**src/rtl/bin_mul_pkg.sv**
```systemverilog
// Shared widths and the result payload for the multiplier issue/collect stage.
package bin_mul_pkg;

    localparam int unsigned WIDTH      = 13;
    localparam int unsigned LATENCY    = 14;
    localparam int unsigned PROD_W     = 2 * WIDTH;
    localparam int unsigned TAG_W      = 4;
    localparam int unsigned FIFO_DEPTH = 32;

    localparam int unsigned CNT_W    = $clog2(FIFO_DEPTH) + 1;
    localparam int unsigned INFL_W   = $clog2(LATENCY + 2);
    localparam int unsigned CREDIT_W = CNT_W + 1;

    typedef struct packed {
        logic [PROD_W-1:0] product;
        logic [TAG_W-1:0]  tag;
    } res_t;

    localparam int unsigned RES_W = $bits(res_t);

endpackage

```
**src/rtl/bin_mul_res_fifo.sv**
```systemverilog
// Synchronous result FIFO with a registered head entry, valid flag and occupancy count.
module bin_mul_res_fifo #(
    parameter int unsigned DEPTH  = 32,
    parameter int unsigned DATA_W = 30
) (
    input  logic                   clk,
    input  logic                   rst_n,
    input  logic                   push,
    input  logic [DATA_W-1:0]      push_data,
    input  logic                   pop,
    output logic [DATA_W-1:0]      head,
    output logic                   valid,
    output logic [$clog2(DEPTH):0] count
);
    localparam int unsigned AW = $clog2(DEPTH);
    localparam int unsigned CW = AW + 1;

    logic [DATA_W-1:0] mem [DEPTH];
    logic [AW-1:0]     wr_ptr;
    logic [AW-1:0]     rd_ptr;
    logic [AW-1:0]     rd_ptr_nxt;
    logic [CW-1:0]     count_nxt;
    logic              do_pop;

    always_comb begin
        do_pop     = pop && valid;
        rd_ptr_nxt = do_pop ? rd_ptr + AW'(1) : rd_ptr;
        count_nxt  = count;
        if (push && !do_pop) begin
            count_nxt = count + CW'(1);
        end else if (!push && do_pop) begin
            count_nxt = count - CW'(1);
        end
    end

    always_ff @(posedge clk) begin
        if (push) begin
            mem[wr_ptr] <= push_data;
        end
    end

    // Head is preloaded from the next read slot, bypassing a write that lands there.
    always_ff @(posedge clk or negedge rst_n) begin
        if (!rst_n) begin
            wr_ptr <= '0;
            rd_ptr <= '0;
            count  <= '0;
            valid  <= 1'b0;
            head   <= '0;
        end else begin
            if (push) begin
                wr_ptr <= wr_ptr + AW'(1);
            end
            rd_ptr <= rd_ptr_nxt;
            count  <= count_nxt;
            valid  <= (count_nxt != '0);
            if (count_nxt != '0) begin
                head <= (push && (wr_ptr == rd_ptr_nxt)) ? push_data : mem[rd_ptr_nxt];
            end
        end
    end

    a_no_overflow: assert property (@(posedge clk) disable iff (!rst_n)
        !(push && (count == CW'(DEPTH))));

endmodule

```
**src/rtl/bin_mul_stream_ctrl.sv**
```systemverilog
// Issue/collect stage around a fixed-latency multiplier; credit-based issue keeps
// the result FIFO from overflowing while the multiplier runs freely.
module bin_mul_stream_ctrl
    import bin_mul_pkg::*;
(
    input  logic              clk,
    input  logic              rst_n,
    input  logic              in_valid,
    output logic              in_ready,
    input  logic [WIDTH-1:0]  in_a,
    input  logic [WIDTH-1:0]  in_b,
    input  logic [TAG_W-1:0]  in_tag,
    output logic [WIDTH-1:0]  mul_a,
    output logic [WIDTH-1:0]  mul_b,
    output logic              mul_en,
    input  logic [PROD_W-1:0] mul_p,
    output logic              out_valid,
    input  logic              out_ready,
    output logic [PROD_W-1:0] out_p,
    output logic [TAG_W-1:0]  out_tag
);
    logic                accept;
    logic                push;
    logic                pop;
    logic [LATENCY:0]    pipe_v;
    logic [TAG_W-1:0]    pipe_tag [LATENCY+1];
    logic [INFL_W-1:0]   inflight;
    logic [INFL_W-1:0]   inflight_nxt;
    logic [CNT_W-1:0]    fifo_count;
    logic [CNT_W-1:0]    fifo_count_nxt;
    logic [CREDIT_W-1:0] used_nxt;
    res_t                push_res;
    res_t                head_res;

    assign accept   = in_valid && in_ready;
    assign push     = pipe_v[LATENCY];
    assign pop      = out_valid && out_ready;
    assign push_res = '{product: mul_p, tag: pipe_tag[LATENCY]};
    assign out_p    = head_res.product;
    assign out_tag  = head_res.tag;

    // Credits in use after this edge: operations still in the multiplier plus stored results.
    always_comb begin
        inflight_nxt = inflight;
        if (accept && !push) begin
            inflight_nxt = inflight + INFL_W'(1);
        end else if (!accept && push) begin
            inflight_nxt = inflight - INFL_W'(1);
        end
        fifo_count_nxt = fifo_count;
        if (push && !pop) begin
            fifo_count_nxt = fifo_count + CNT_W'(1);
        end else if (!push && pop) begin
            fifo_count_nxt = fifo_count - CNT_W'(1);
        end
        used_nxt = CREDIT_W'(inflight_nxt) + CREDIT_W'(fifo_count_nxt);
    end

    always_ff @(posedge clk or negedge rst_n) begin
        if (!rst_n) begin
            mul_a    <= '0;
            mul_b    <= '0;
            mul_en   <= 1'b0;
            in_ready <= 1'b0;
            inflight <= '0;
            pipe_v   <= '0;
            for (int unsigned i = 0; i <= LATENCY; i++) begin
                pipe_tag[i] <= '0;
            end
        end else begin
            mul_en   <= 1'b1;
            in_ready <= (used_nxt < CREDIT_W'(FIFO_DEPTH));
            inflight <= inflight_nxt;
            pipe_v   <= {pipe_v[LATENCY-1:0], accept};
            if (accept) begin
                mul_a       <= in_a;
                mul_b       <= in_b;
                pipe_tag[0] <= in_tag;
            end
            for (int unsigned i = 1; i <= LATENCY; i++) begin
                pipe_tag[i] <= pipe_tag[i-1];
            end
        end
    end

    bin_mul_res_fifo #(
        .DEPTH  (FIFO_DEPTH),
        .DATA_W (RES_W)
    ) u_res_fifo (
        .clk       (clk),
        .rst_n     (rst_n),
        .push      (push),
        .push_data (push_res),
        .pop       (pop),
        .head      (head_res),
        .valid     (out_valid),
        .count     (fifo_count)
    );

endmodule

```
**config.mk**
```make
export PLATFORM = sky130hd
export DESIGN_NAME = bin_mul_stream_ctrl
export DESIGN_NICKNAME = d
export VERILOG_FILES = /design/src/rtl/bin_mul_pkg.sv /design/src/rtl/bin_mul_res_fifo.sv /design/src/rtl/bin_mul_stream_ctrl.sv
export SDC_FILE = /design/constraint.sdc
export NUM_CORES = 1
export LEC_CHECK = 0
export CAP_MARGIN = 0
export CORE_ASPECT_RATIO = 0.8
export CORE_MARGIN = 8
export CORE_UTILIZATION = 30
export DETAILED_ROUTE_END_ITERATION = 10
export SETUP_SLACK_MARGIN = 0.4
export SYNTH_ARGS = -nofsm -noshare
export SYNTH_HDL_FRONTEND = slang
export SYNTH_SLANG_ARGS = --single-unit
```
**constraint.sdc**
```tcl
create_clock -name clk -period 3.4 [get_ports clk]
set_input_delay 0.34 -clock clk [delete_from_list [all_inputs] [get_ports clk]]
set_output_delay 0.34 -clock clk [all_outputs]
set_load 0.02 [all_outputs]
```
==> results of run 1 <==
state kept, by name, indices dropped and copies added (netlist names), 5 cells and up:
signal / flops
u_res_fifo.count: 6
u_res_fifo.rd_ptr: 5
u_res_fifo.mem: 960
pipe_v: 15
u_res_fifo.wr_ptr: 5
u_res_fifo.head: 30
pipe_tag: 60
mul_a: 13
mul_b: 13
routing by layer:
metal	global-route usage (%)	up-vias	share of wire [%]
met2	26.2	1300	46
met5	0	-	0.024
met3	3.35	257	7.4
li1	-	13881	-
met4	5.35	6	3.5
met1	22.5	17147	43
repair_timing:
item | in CTS | in global routing
hold buffers | 1 | 0
buffers inserted | 5 | 15
pin swaps | 3 | 10
endpoints found under the hold margin | 125 | 0
cloned | 0 | 6
setup endpoints to repair | 30 | 30
gates resized for setup | 8 | 29
cell families after synthesis:
kind of cell / Yosys count
other: 1
flip-flops: 1114
XOR/XNOR: 21
buffers and inverters: 274
adder cells (fa/ha/maj): 12
AO/OA/AOI/OAI: 599
multiplexers: 744
AND/OR/NAND/NOR: 575
through the flow:
step	instances	TNS (ns)
2_1_floorplan	3340	0
3_3_place_gp	5682	-1.94
3_5_place_dp	5682	-3.12
4_1_cts	5901	0
5_1_grt	5922	0
6_report	5923	0
cells in the final DEF (no fill, tap or decap), drive strengths merged, types with 9 or more instances in the layout:
master	synthesis	final
a2111oi	15	15
a211oi	155	155
a21oi	181	181
a221o	30	30
a221oi	18	18
a22oi	67	67
a311oi	12	12
and2	18	18
buf	102	230
bufinv	0	14
clkbuf	160	153
clkdlybuf4s50	0	117
clkinv	0	40
dfrtp	154	154
edfxtp	960	960
ha	12	12
inv	12	18
mux2	30	30
mux2i	471	471
mux4	243	243
nand2	142	142
nand3	9	9
nor2	126	126
nor2b	154	154
nor3	64	64
nor4	32	32
o211a	15	15
o21ai	35	35
o22a	12	12
o22ai	17	17
o32ai	14	14
xnor2	13	13
worst max-delay path by stage:
| stage | from | endpoint | slack [ns] | cells after the start |
|---|---|---|---|---|
| floorplan | u_res_fifo.valid | u_res_fifo.head[0] | 0.41 | 10 |
| global placement | out_ready | u_res_fifo.head[22] | -0.26 | 9 |
| detailed placement | out_ready | u_res_fifo.head[22] | -0.28 | 9 |
| CTS | u_res_fifo.rd_ptr[1] | u_res_fifo.head[20] | 0.36 | 8 |
| global route | u_res_fifo.rd_ptr[1] | u_res_fifo.head[26] | 0.34 | 9 |
| finish | u_res_fifo.valid | u_res_fifo.head[26] | 0.41 | 8 |
where the power goes:
group / switching (W) / internal (W) / leakage [nW]
clock: 0.00550 / 0.00736 / 1.83
sequential: 0.00124 / 0.0165 / 10.4
combinational: 0.0140 / 0.0117 / 8.58
critical path, stage by stage (launching register included):
cell and delay (ns):
dfrtp_2 0.50, and2_4 0.24, buf_12 0.31, buf_12 0.26
buf_4 0.23, mux4_2 0.51, o22a_1 0.23, a311oi_1 0.42
a221o_1 0.17
layout make-up:
type	count	area (um2)
antenna	1	2.50
clock buffer	147	3030
clock inverter	66	757
fill	16147	110000
inverter	12	45.0
multi-input combinational	1952	18300
sequential	1114	32700
tap	2277	2850
timing repair buffer	354	3970
==> impl_results.md, run 1 <==
- EDFF count, synth: 960
- DRT Wirelength: 160000 um
- Critical path launch point type: register
- WS Path Type: reg -> reg
- Vias in the first global route: 32069
- Slew Viols, Final: 0
- Total power: 0.0563 W
- Syn nets: 3412
- Design area: 61700 um2
- Clock latency on the worst-skew pair: 0.75 ns
- Worst R2R End: u_res_fifo.head[26]
- Num ports: 119
- Slew margin rel.: 12.4%
- Multiplexer share of the synthesized area: 20.4%
- Drt first pass iters: 5
- Asr flop ratio synth: 13.8%
- Yosys reg bits: 1114
- Clock root buffer: clkbuf_16
- CTS buffer count: 113
- Share of cells above drive strength 1: 20.5%
- Util after Layout: 35.9%
- Global-route wire length before repair: 228000 um
- Run status: finished, final reports clean
- Placement Setup Slack: -0.275 ns
- Mapped Cells: 3340
- Syn Area/Cell: 15.5 um2
- WP data arrival: 3.68 ns
- HPWL after DPL: 96800 um
- Via/cell ratio: 5.50
- Residual DRC count: 0
- Crit path time final: 2.99 ns
- Setup violations, final: 0
- GPL Wtd Cong: 0.829
- Most common cell in the synthesized netlist: edfxtp_1
- Synth Area in Compound Gates: 8.04%
- Maxcap violations: 0
- Skew final: 0.0313 ns
- Worst-path maximum fanout: 44
- Final ANT Viol Nets: 0
- Worst Tran Pin Value: 1.31 ns
- Synth Area in Adders: 0.290%
- Final WS setup: 0.408 ns
- Top cell type's share of synthesized area: 55.8%
- Antenna violations before repair: 7
- GR Overflow Total: 0
- Drt wl/cell: 27.0 um
- Pwr/cell area: 914 nW/um2
- RSZ-0062 raised after global routing: yes
- Max rail drop VDD: 0.000692 V
- Buffers on Ports: 118
- Clk slew on worst S/H paths: 0.06 ns
- Row count: 136
- Fmax: 334 MHz
- Starting Density: 30.1%
- Area contributors post-synth: edfxtp_1 (56%), mux4_2 (11%), mux2i_1 (9.1%)
- Mapped Area: 51700 um2
- Total GRT Usage: 16.4%
- RR Startpoint: u_res_fifo.valid
- Largest area contributor in the netlist: edfxtp_1
- Area of the core: 172000 um2
- Synth Area in Simple Gates: 5.55%
- Clock Path Buffers: 3
- Die height: 387 um
- CTS tree: yes
- Leak: 20.9 nW
- Area post-placement: 57300 um2
- Hold_ws: 0.0916 ns
- Largest net degree at the start of global routing: 78
- Period utilization: 88.0%
- Synth cell count leaders: edfxtp_1 (960), mux2i_1 (471), mux4_2 (243)
- Dominant synthesized flop cell: edfxtp_1
- Net count reported at finish: 3619
- H-tree depth: 3
- Worst Reg-to-Reg Cells: 8
- Seq/Total Area, Yosys: 63.2%
- CP required: 4.09 ns
- Hold WC Path Type: in -> async
- Iter 0 DRT Violations: 3965
- Final hold viol count: 0
- CP endpoint kind: register
- Area delta synth->final: 19.2%
- Cell variety after synth: 68
- Die ar.: 186000 um2
- Post-Synth XOR/XNOR Area: 0.409%
- Main combinational cell family by area after synthesis: multiplexers
- Reg2Reg Setup Slack: 0.41 ns
- Via Count: 32591
- Clock sinks: 1114
- Yosys synthesis warning count: 0
- DIE WIDTH: 480 um
Note: power is estimated with default switching activity, not from simulation.
==> run 2: changes to the inputs <==
Settings changed: CORE_ASPECT_RATIO 0.8 to unset, SLEW_MARGIN set to 5.
==> run 2 against run 1 <==
Wire length down 3.2%; clock skew rose by 0.0013 ns; sequential share of layout area fell by 0.14 points; first-iteration DRC count decreased by 25%; setup slack improved by 0.080 ns.
==> impl_results.md, run 2 (synthesis results as in run 1) <==
- Final hold viol count: 0 (unchanged)
- Slowest cell on crit path: dfrtp_4
- HPWL after DPL: 93100 um (-3.8%)
- Residual DRC count: 0 (unchanged)
- Total GRT Usage: 15.8% (-0.63 points)
- CP required: 4.01 ns (-0.08 ns)
- Skew final: 0.0326 ns (+0.00132 ns)
- Drt wl/cell: 26.0 um (-3.9%)
- CTS tree: yes
- WS Path Type: reg -> reg
- Slew Viols, Final: 0 (unchanged)
- Period utilization: 85.7% (-2.3 points)
- Via/cell ratio: 5.40 (-1.8%)
- Sw Share: 36.4% (-0.42 points)
- Iter 0 DRT Violations: 2986 (-25%)
- Clock root buffer: clkbuf_16
- Num ports: 119 (unchanged)
- Clock latency on the worst-skew pair: 0.76 ns (about the same)
- Critical path launch point type: register
- DRT Wirelength: 155000 um (-3.2%)
- Die height: 431 um (+11%)
- Clk slew on worst S/H paths: 0.06 ns (about the same)
- Critical Path Max Stage Delay: 0.52 ns (about the same)
- WP buf/inv: 4 (+1)
- Slew margin rel.: 12.6% (+0.23 points)
- Final WS setup: 0.487 ns (+0.0797 ns)
- Fillers: 16078 (-0.43%)
- Antenna violations before repair: 7 (unchanged)
- Pint: 0.0358 W (+0.74%)
- Max rail drop VDD: 0.000642 V (-7.2%)
- Met1 usage: 20.3% (-2.1 points)
- Top Registers: u_res_fifo.mem: 960 flops, pipe_tag: 60 flops, u_res_fifo.head: 30 flops
- GPL Wtd Cong: 0.805 (-2.8%)
- Power share of the clock group: 22.3% (-0.5 points)
- H-tree depth: 3 (unchanged)
- Commonest non-fill, non-tap cell in the layout: edfxtp_1
- Starting Density: 30.2% (about the same)
- Final TNS setup: 0 ns (unchanged)
- Area delta synth->final: 19.5%
- Buffers on Ports: 118 (unchanged)
- GR Overflow Total: 0 (unchanged)
- Placement Setup Slack: 0.0502 ns (+0.325 ns)
- CP Cell Sequence: ha_4 > buf_12 > buf_16 > buf_4 > clkbuf_16 > mux2i_1 > a21oi_1 > mux4_2 > nor4_1 > a311oi_1 > a221o_1
- Fmax: 343 MHz (+2.7%)
- DIE WIDTH: 431 um (-10%)
- RSZ-0062 raised after global routing: yes
- Setup violations, final: 0 (unchanged)
- Clock Path Buffers: 3 (unchanged)
- Max reg flops: 960 (unchanged)
- Biggest register: u_res_fifo.mem
- Die ar.: 186000 um2 (about the same)
- Global-route wire length before repair: 221000 um (-3.1%)
- Clock sinks: 1114 (unchanged)
- Area of the core: 171000 um2 (about the same)
- Run status: finished, final reports clean
- Worst-path maximum fanout: 13 (-70%)
- Commonest cells after routing, fill and taps aside: edfxtp_1 (960), mux2i_1 (471), mux4_2 (243)
- Met2 usage in global routing: 26.4% (+0.18 points)
- CP delay by family, top: multiplexers
- Worst Tran Pin Value: 1.31 ns (-0.00349 ns)
- Hold_ws: 0.196 ns (+0.104 ns)
- Gr busiest metal: met2
- NetSw: 0.0205 W (-1.1%)
- Reg power frac: 31.5% (about the same)
- Row count: 152 (+12%)
- Share of cells above drive strength 1: 21.0% (+0.51 points)
- CP endpoint kind: register
- Maxcap violations: 0 (unchanged)
- GRT met3 Usage: 2.81% (-0.54 points)
- Vias in the first global route: 32054 (-0.047%)
- Leak: 21.0 nW (+0.56%)
- CTS buffer count: 113 (unchanged)
- WP data arrival: 3.52 ns (-0.16 ns)
- Combinational share of power: 46.2% (+0.5 points)
- Final ANT Viol Nets: 0 (unchanged)
- Net count reported at finish: 3630 (+0.30%)
- Drt first pass iters: 5 (unchanged)
- Via Count: 32229 (-1.1%)
- Largest net degree at the start of global routing: 93 (+19%)
- Crit path time final: 2.91 ns (-0.0797 ns)
- Pwr/cell area: 912 nW/um2 (-0.19%)
- Hold WC Path Type: in -> reg
-- run 2: cell count changes in the layout (fill, tap and decap cells not counted), sizes merged --
cell,delta
bufinv,-7
bufbuf,+1
clkinvlp,-5
buf,+9
clkinv,-3
clkbuf,+21
clkdlybuf4s50,-1
inv,-4
-- run 2: repair_timing --
| action | CTS | global route |
|---|---|---|
| endpoints found under the hold margin | 89 | 0 |
| gates cloned | 1 | 7 |
| endpoints found under the setup margin | 30 | 30 |
| pin swaps | 2 | 3 |
| setup buffers | 5 | 17 |
| hold buffers | 1 | 0 |
| gates resized for setup | 10 | 40 |
-- run 2: path summary, 6_finish.rpt --
kind	slack (ns)	from	depth (start not counted)	to
hold reg to reg	0.34	pipe_tag[32]	0	pipe_tag[28]
max in group asynchronous	2.32	rst_n	3	u_res_fifo.head[26]
hold / removal	0.20	mul_p[6]	1	u_res_fifo.mem[12][10]
min in group asynchronous	0.24	rst_n	2	pipe_tag[49]
setup reg to reg	0.49	u_res_fifo.rd_ptr[0]	11	u_res_fifo.head[22]
setup / recovery	0.49	u_res_fifo.rd_ptr[0]	11	u_res_fifo.head[22]
-- run 2: worst reg2reg max path: cells and delay by family, from the launching register on --
| kind | cells | cell delay [ns] |
|---|---|---|
| compound gates | 3 | 0.43 |
| fa+ha+maj | 1 | 0.33 |
| buf+inv | 4 | 0.65 |
| flops | 1 | 0.52 |
| mux | 2 | 0.67 |
| simple gates | 1 | 0.19 |
-- run 2: per-layer routing --
layer  vias up  part of all wire, %  routed length [um]
met5         -                0.017                  27
met3       274                  6.5               10100
met4         4                  4.0                6130
li1      13883                    -                   -
met2      1196                   48               75100
met1     16872                   41               63700
-- run 2: per-stage QoR --
step	instance area, um2	util (%)	cells	power [W]
global route	61800	36.1	5967	0.0588
floorplan	51700	-	3340	0.0337
detailed placement	57400	33.5	5722	0.0427
finish	61800	36.1	5967	0.0564
CTS	61300	35.8	5942	0.0557
global placement	57400	33.5	5722	0.0424
-- run 2: final cells by class --
cell class              instances  area (um2)  share of cell area, %
inverters                      12        45.0                 0.0729
well taps                    2310        2890                   4.68
clock buffers                 166        3270                   5.29
clock inverters                47         494                  0.800
diodes                          1        2.50                0.00405
repair buffers                365        4090                   6.62
multi-input cells            1952       18300                   29.6
flip-flops and latches       1114       32700                   52.9
-- run 2: power by group through the flow --
| stage | Sequential, W | Combinational, W | Clock, W |
|---|---|---|---|
| 4_1_cts | 0.0178 | 0.0251 | 0.0128 |
| 3_3_place_gp | 0.0180 | 0.0244 | 0 |
| 3_5_place_dp | 0.0180 | 0.0246 | 0 |
| 6_report | 0.0178 | 0.0261 | 0.0126 |
| 2_1_floorplan | 0.0177 | 0.0160 | 0 |
| 5_1_grt | 0.0179 | 0.0276 | 0.0133 |
